--- config.mk ---
export PLATFORM = sky130hd
export DESIGN_NAME = xor_gate
export DESIGN_NICKNAME = d
export VERILOG_FILES = /design/src/rtl/xor_gate_pkg.sv /design/src/rtl/xor_popcount.sv /design/src/rtl/xor_gate.sv
export SDC_FILE = /design/constraint.sdc
export NUM_CORES = 1
export LEC_CHECK = 0
export BUFFER_PORTS_ARGS = -buffer_cell sky130_fd_sc_hd__buf_2
export CORE_AREA = 4 4 49 51
export CTS_CLUSTER_DIAMETER = 50
export DETAILED_ROUTE_END_ITERATION = 10
export DIE_AREA = 0 0 53 55
export PLACE_DENSITY = 0.77
export SLEW_MARGIN = 20
export SYNTH_ARGS = -nofsm -noshare
export SYNTH_HDL_FRONTEND = slang
export SYNTH_HIERARCHICAL = 1
export SYNTH_SLANG_ARGS = --single-unit
--- constraint.sdc ---
create_clock -name clk -period 2.9 [get_ports clk]
set_input_delay 0.435 -clock clk [delete_from_list [all_inputs] [get_ports clk]]
set_output_delay 0.435 -clock clk [all_outputs]
set_load 0.02 [all_outputs]
--- src/rtl/xor_gate_pkg.sv ---
// Shared constants and helpers for the xor_gate block.
// Latency: n/a (declarations only).
// Backpressure: n/a.
//
// Contents:
//   WIDTH_MAX     - largest supported operand width
//   CNT_W_DEFAULT - default width of the a != b event counter
//   clog2_plus1() - bits needed to hold a population count of a w-bit vector
package xor_gate_pkg;

  localparam int WIDTH_MAX     = 64;
  localparam int CNT_W_DEFAULT = 16;

  // A w-bit vector can hold 0..w ones, so the count needs clog2(w+1) bits.
  function automatic int clog2_plus1(input int w);
    return $clog2(w + 1);
  endfunction

endpackage

--- src/rtl/xor_popcount.sv ---
// Combinational population count of a WIDTH-bit vector.
// Latency: 0 cycles (pure combinational).
// Backpressure: none; output follows input continuously.
//
// Ports:
//   vec - input vector to count
//   cnt - number of 1-bits in vec
module xor_popcount
  import xor_gate_pkg::*;
#(
  parameter int WIDTH = 1
) (
  input  logic [WIDTH-1:0]              vec,
  output logic [clog2_plus1(WIDTH)-1:0] cnt
);

  localparam int OW = clog2_plus1(WIDTH);

  always_comb begin
    cnt = '0;
    for (int i = 0; i < WIDTH; i++) begin
      cnt = cnt + OW'(vec[i]);
    end
  end

endmodule

--- src/rtl/xor_gate.sv ---
// Bitwise XOR with a combinational output, a registered capture stage, its popcount and a saturating a != b counter.
// Latency: y is 0 cycles; y_q/ones_q/out_valid (and parity_q) are 1 cycle after an in_valid edge.
// Backpressure: none; every in_valid cycle is captured, out_valid is a one-cycle strobe.
//
// Optional feature: define XOR_GATE_PARITY_EN to add parity_q (registered XOR-reduction of the captured result).
//
// Ports:
//   clk, rst        - clock, synchronous active-high reset
//   a, b, in_valid  - operands and their qualifier
//   y               - combinational a ^ b (ignores clk/rst/in_valid)
//   y_q, ones_q     - registered a ^ b and its popcount, held while idle
//   out_valid       - high the cycle after a capture
//   diff_cnt        - saturating count of captures with a != b
//   parity_q        - (XOR_GATE_PARITY_EN only) registered parity of y_q
module xor_gate
  import xor_gate_pkg::*;
#(
  parameter int WIDTH = 1,
  parameter int CNT_W = CNT_W_DEFAULT
) (
  input  logic                          clk,
  input  logic                          rst,
  input  logic [WIDTH-1:0]              a,
  input  logic [WIDTH-1:0]              b,
  input  logic                          in_valid,
  output logic [WIDTH-1:0]              y,
  output logic [WIDTH-1:0]              y_q,
  output logic                          out_valid,
  output logic [clog2_plus1(WIDTH)-1:0] ones_q,
  output logic [CNT_W-1:0]              diff_cnt
`ifdef XOR_GATE_PARITY_EN
  ,
  output logic                          parity_q
`endif
);

  localparam int OW = clog2_plus1(WIDTH);

  logic [WIDTH-1:0] x;
  logic [OW-1:0]    x_ones;

  logic [WIDTH-1:0] y_d;
  logic [OW-1:0]    ones_d;
  logic             out_valid_d, out_valid_q;
  logic [CNT_W-1:0] diff_cnt_d, diff_cnt_q;

  assign x = a ^ b;
  assign y = x;

  xor_popcount #(.WIDTH(WIDTH)) u_popcount (
    .vec (x),
    .cnt (x_ones)
  );

  // Operands are only looked at under in_valid, so unknown a/b while idle
  // cannot reach any state.
  always_comb begin
    y_d         = y_q;
    ones_d      = ones_q;
    out_valid_d = 1'b0;
    diff_cnt_d  = diff_cnt_q;
    if (in_valid) begin
      y_d         = x;
      ones_d      = x_ones;
      out_valid_d = 1'b1;
      // Saturate at all-ones rather than wrap.
      if ((|x) && (diff_cnt_q != {CNT_W{1'b1}})) begin
        diff_cnt_d = diff_cnt_q + 1'b1;
      end
    end
  end

  always_ff @(posedge clk) begin
    if (rst) begin
      y_q         <= '0;
      ones_q      <= '0;
      out_valid_q <= 1'b0;
      diff_cnt_q  <= '0;
    end else begin
      y_q         <= y_d;
      ones_q      <= ones_d;
      out_valid_q <= out_valid_d;
      diff_cnt_q  <= diff_cnt_d;
    end
  end

  assign out_valid = out_valid_q;
  assign diff_cnt  = diff_cnt_q;

`ifdef XOR_GATE_PARITY_EN
  logic parity_d;

  always_comb begin
    parity_d = parity_q;
    if (in_valid) begin
      parity_d = ^x;
    end
  end

  always_ff @(posedge clk) begin
    if (rst) begin
      parity_q <= 1'b0;
    end else begin
      parity_q <= parity_d;
    end
  end
`endif

endmodule

* After elaboration in Yosys (flattened, before gate mapping) *
Index checks and enable logic that the tools add are counted.

word-level totals
  flip-flop bits (word level) = 18
  input port bits = 5
  output and inout port bits = 20
  logic and storage cells = 9

cells by class
  add/subtract/negate cells = 1
  equal/unequal tests = 1
  mux-type cells = 1
  bitwise operators = 1
  reductions and logical operators = 2

operators with widths
  kind                   number
  $add 16x1->16 const B  1
  $ne 16x16->1 const B   1
  $reduce_and 2->1       1
  $logic_and 1x1->1      1
  $mux 1                 1
  $xor 1x1->1            1

* Longest topological paths before layout *
  depth after elaboration = 3
  depth in mapped cells = 6
  depth with buffers taken out = 6

* Hierarchy *
The synthesis kept the hierarchy.

modules (own cells, without submodules)
  module        instances  cells each  area each (µm²)  seq. area each (µm²)
  xor_gate      1          104         948.4            380.4
  xor_popcount  1          1           7.5              0.0

* Worst setup path before layout *
No wires, ideal clock.

  kind = register to register
  start = register diff_cnt_q[0] (netlist: diff_cnt[0])
  end = register diff_cnt_q[10] (netlist: diff_cnt[10])
  setup time = 0.115 ns
  data arrival time = 1.860 ns
  required time = 2.785 ns
  slack = 0.925 ns
  stages on the path, launching flop included = 7
  buffers on the path = 0
  clock period less this slack = 1.975 ns
  path through = dfxtp_1 -> ha_1 -> nand4_1 -> or4b_4 -> nor3b_2 -> xnor2_1 -> nor2_1

on the way
  word-level cells in the longest chain between the ends = 3
  elaborated cells between the ends (all ways) = 4
  those cells by class = add/sub (1); eq/ne (1); reduce/logical (2)

ends and longest elaborated chain
  item                                                   line            source
  start, declared                                        xor_gate.sv:45  logic [CNT_W-1:0] diff_cnt_d, diff_cnt_q;
  start signal, assigned                                 xor_gate.sv:83  diff_cnt_q <= diff_cnt_d;
  branches (longest 3 deep; another with $add 16x1->16)  n/a

Parallel ways; which one is timed is not known.
A chain may end at the register's enable or synchronous reset.

* Worst setup path in the final report *
Same ends and word-level chain as after synthesis.

==> flow_summary.yaml <==
flow_run:
  cap_violations: 0
pwr:
  power.share.switching_pct: 24.3
  pwr-share-comb_pct: 9.7
  power.ir.vdd_worst_uv: 212
  report.power.total_uw: 441
  pwr_density_cell_nw_per_um2: 405
  p_switching_uw: 107
  leakage_nw: 0.433
  internal_power_uw: 334
  clockPowerShare_pct: 28.8
  power.share.sequential_pct: 61.5
clock_tree:
  cts_inserted_buffers: 3
  post-cts-setup-buffers: 0
  cts.htree.levels: 1
  clk-insertion-delay-late_ns: 0.29
  clock-root-buffer: "clkbuf_4"
  post_cts_resized: 0
  holdBufCountCts: 0
  cts_buffer_depth: 2
  clock_sinks: 19
  clk_transition_reported_paths_ns: 0.10
  tritoncts: "built"
finish:
  layout.filler_cells: 192
  finish.net_count: 135
  drive_above_1_share_pct: 26.6
  design_area_um2: 1090
  antenna_cells: 0
  flow.area_growth_from_synthesis_pct: 14.0
  postLayoutCoreUtil_pct: 56.1
  post_layout_nonfiller_instances: 155
critical_path:
  path_max_fanout: 7
  reg2reg_slack_ns: 0.85
  regToRegEndpoint: "diff_cnt[10]"
  critPathKind: "reg2reg"
  crit_family: "simple AND/OR/NAND/NOR gates"
  timing.reg2reg.worst_path_depth: 6
  crit_slowest_cell: "or4b_4"
  required_time_reported_for_the_critical_path_endpoint_ns: 3.08
  timing.critical_path.cells: "ha_1 -> nand4_1 -> or4b_4 -> nor3b_2 -> xnor2_1 -> nor2_1"
  worst_r2r_startpoint: "diff_cnt[0]"
  crit_arrival_ns: 2.23
  critPathBufInv: 0
  worstSetupStartpointType: "flip-flop"
  cp_slowest_stage_delay_ns: 0.55
  timing.critical_path.to_type: "flip-flop"
timing:
  relSlewSlack_pct: 72.0
  slew_violations: 0
  number_of_hold_violations_in_the_final_report: 0
  final.setup.tns_ns: 0
  final-setup-viol-count: 0
  fmax_ghz: 0.488
  worstMarginPinSlew_ns: 0.420
  hold_slack_ns: 0.466
  finalCriticalPeriod_ns: 2.05
  final_critical_path_setup_slack_ns: 0.850
  grt_setup_unrepaired: "no"
  finClkSkew_ns: 0.00302
  finalCritPeriodShare_pct: 70.7
floorplanning:
  overall_die_height_um: 55
  die-area_um2: 2920
  core.rowCount: 16
  design.portCount: 25
  core_um2: 1940
  initial_utilization_pct: 49.2
  floorplan.die.width_um: 53
routing:
  detailroute.via_count: 906
  drc: 0
  detail_route.first_pass.iterations: 4
  detail_route.iter0.violations: 22
  routedWlPerCell_um: 13.7
  detail_route.vias_per_cell: 5.85
  postRouteAntennaNets: 0
  finalWirelength_mm: 2.12
global_route:
  gr-total-overflow: 0
  largest_net_degree_at_the_start_of_global_routing: 21
  wire_length_of_the_first_global_routing_pass_mm: 3.42
  antenna_found_initial: 0
  number_of_global_route_vias_before_repair: 783
  gr-usage-all-layers_pct: 15.6
logic_synthesis:
  synth.ff_latch_count: 19
  sequential_cell_area_fraction_in_the_yosys_report_pct: 39.8
  synth_compound_area_share_pct: 10.5
  syn_inst: 105
  mappedNetlistArea_um2: 956
  synth_nets: 111
  postSynth.asyncResetShare_pct: 0
  post_synth_and_or_nand_nor_area_fraction_pct: 29.1
  main_combinational_cell_family_by_area_after_synthesis: "simple AND/OR/NAND/NOR gates"
  synth_xor_area_share_pct: 9.03
  yosysUniqueCellTypes: 29
  synth_enable_flop_cells: 0
  commonest_register_cell_after_synthesis: "dfxtp_1"
  synth.area.mux_share_pct: 4.32
  synth_adder_area_share_pct: 1.31
  synthesis.yosys.warnings: 6
  synthesis.area_per_instance_um2: 9.10
worst_hold_path:
  hold_path_depth: 2
  hold_path.class: "reg2reg"
  hold_path_end: "y_q"
  hold_path_origin: "y_q"
placement:
  post-place-ws_ns: 0.906
  port_buffers: 24
  placement.cell_area_um2: 1060
  gpl.final_weighted_congestion: 0.836
  place.detailed.instances: 151
  place_hpwl_mm: 1.53
outcome:
  outcome: "finished, final reports clean"
-- metal layers --
metal  GRT usage, %  wire length [µm]  share of wire [%]  vias to the layer above
li1               -                 -                  -                      427
met3           3.22               172                8.1                        8
met1           20.3               936                 44                      423
met5              0                 0                  0                        -
met2           24.8               966                 46                       48
met4           7.66                47                2.2                        0
-- worst register-to-register path: stages (launching register included) --
cell and delay [ns]:
dfxtp_1 0.46, ha_1 0.35, nand4_1 0.19, or4b_4 0.55, nor3b_2 0.21, xnor2_1 0.14, nor2_1 0.05
-- cell usage after synthesis, types with 3 or more instances --
cell	count	area (µm²)
nand3_1	8	40.0
buf_6	3	33.8
nand4_1	4	25.0
nand2_1	3	11.3
inv_1	3	11.3
a211oi_1	3	22.5
dfxtp_1	19	380
mux2i_1	3	30.0
and3_1	3	18.8
a41oi_1	3	26.3
nor3_1	6	30.0
xnor2_1	8	70.1
and4_1	3	26.3
a21oi_1	4	20.0
nor2_1	18	67.6
-- final cells by class --
class	instances	area, µm²	share of cell area, %
inverters	3	11.3	1.03
clock buffers	4	26.3	2.41
flip-flops and latches	19	380	34.9
repair buffers	24	120	11.0
multi-input cells	78	518	47.5
well taps	27	33.8	3.10
-- logic make-up (layout without fill, tap and decap cells) --
group,after synthesis,in the layout
simple gates,51,51
flops,19,19
compound gates,13,13
xor+xnor,9,9
buf+inv,8,31
mux,4,4
fa+ha+maj,1,1
-- power groups by stage --
stage	logic [mW]	clock network, mW	registers (mW)
floorplan	0.0256	0	0.283
global placement	0.0420	0	0.276
detailed placement	0.0428	0	0.277
CTS	0.0431	0.133	0.271
global route	0.0467	0.144	0.272
finish	0.0429	0.127	0.271
-- cells in the final DEF (no fill, tap or decap), drive strengths merged, types with 3 or more instances in the layout --
cell type  synthesis  layout
nand3              8       8
clkbuf             0       4
and3               3       3
a21oi              4       4
mux2i              3       3
nand2              3       3
a41oi              4       4
xnor2              8       8
inv                3       3
dfxtp             19      19
buf                5      24
nand4              4       4
nor2              18      18
nor3               7       7
and4               3       3
a211oi             3       3
-- flip-flops by register name, summed over array words and instances, names as in the netlist --
signal and count:
ones_q 1, diff_cnt 16, out_valid 1, y_q 1
-- worst max path at each step --
stage	startpoint	end	slack (ns)	depth (start not counted)
floorplan	diff_cnt[0]	diff_cnt[10]	0.92	6
global placement	diff_cnt[9]	diff_cnt[11]	0.99	5
detailed placement	diff_cnt[0]	diff_cnt[10]	0.91	6
CTS	diff_cnt[0]	diff_cnt[10]	0.89	6
global route	diff_cnt[0]	diff_cnt[10]	0.78	6
finish	diff_cnt[0]	diff_cnt[10]	0.85	6
(Power assumes the default switching activity.)
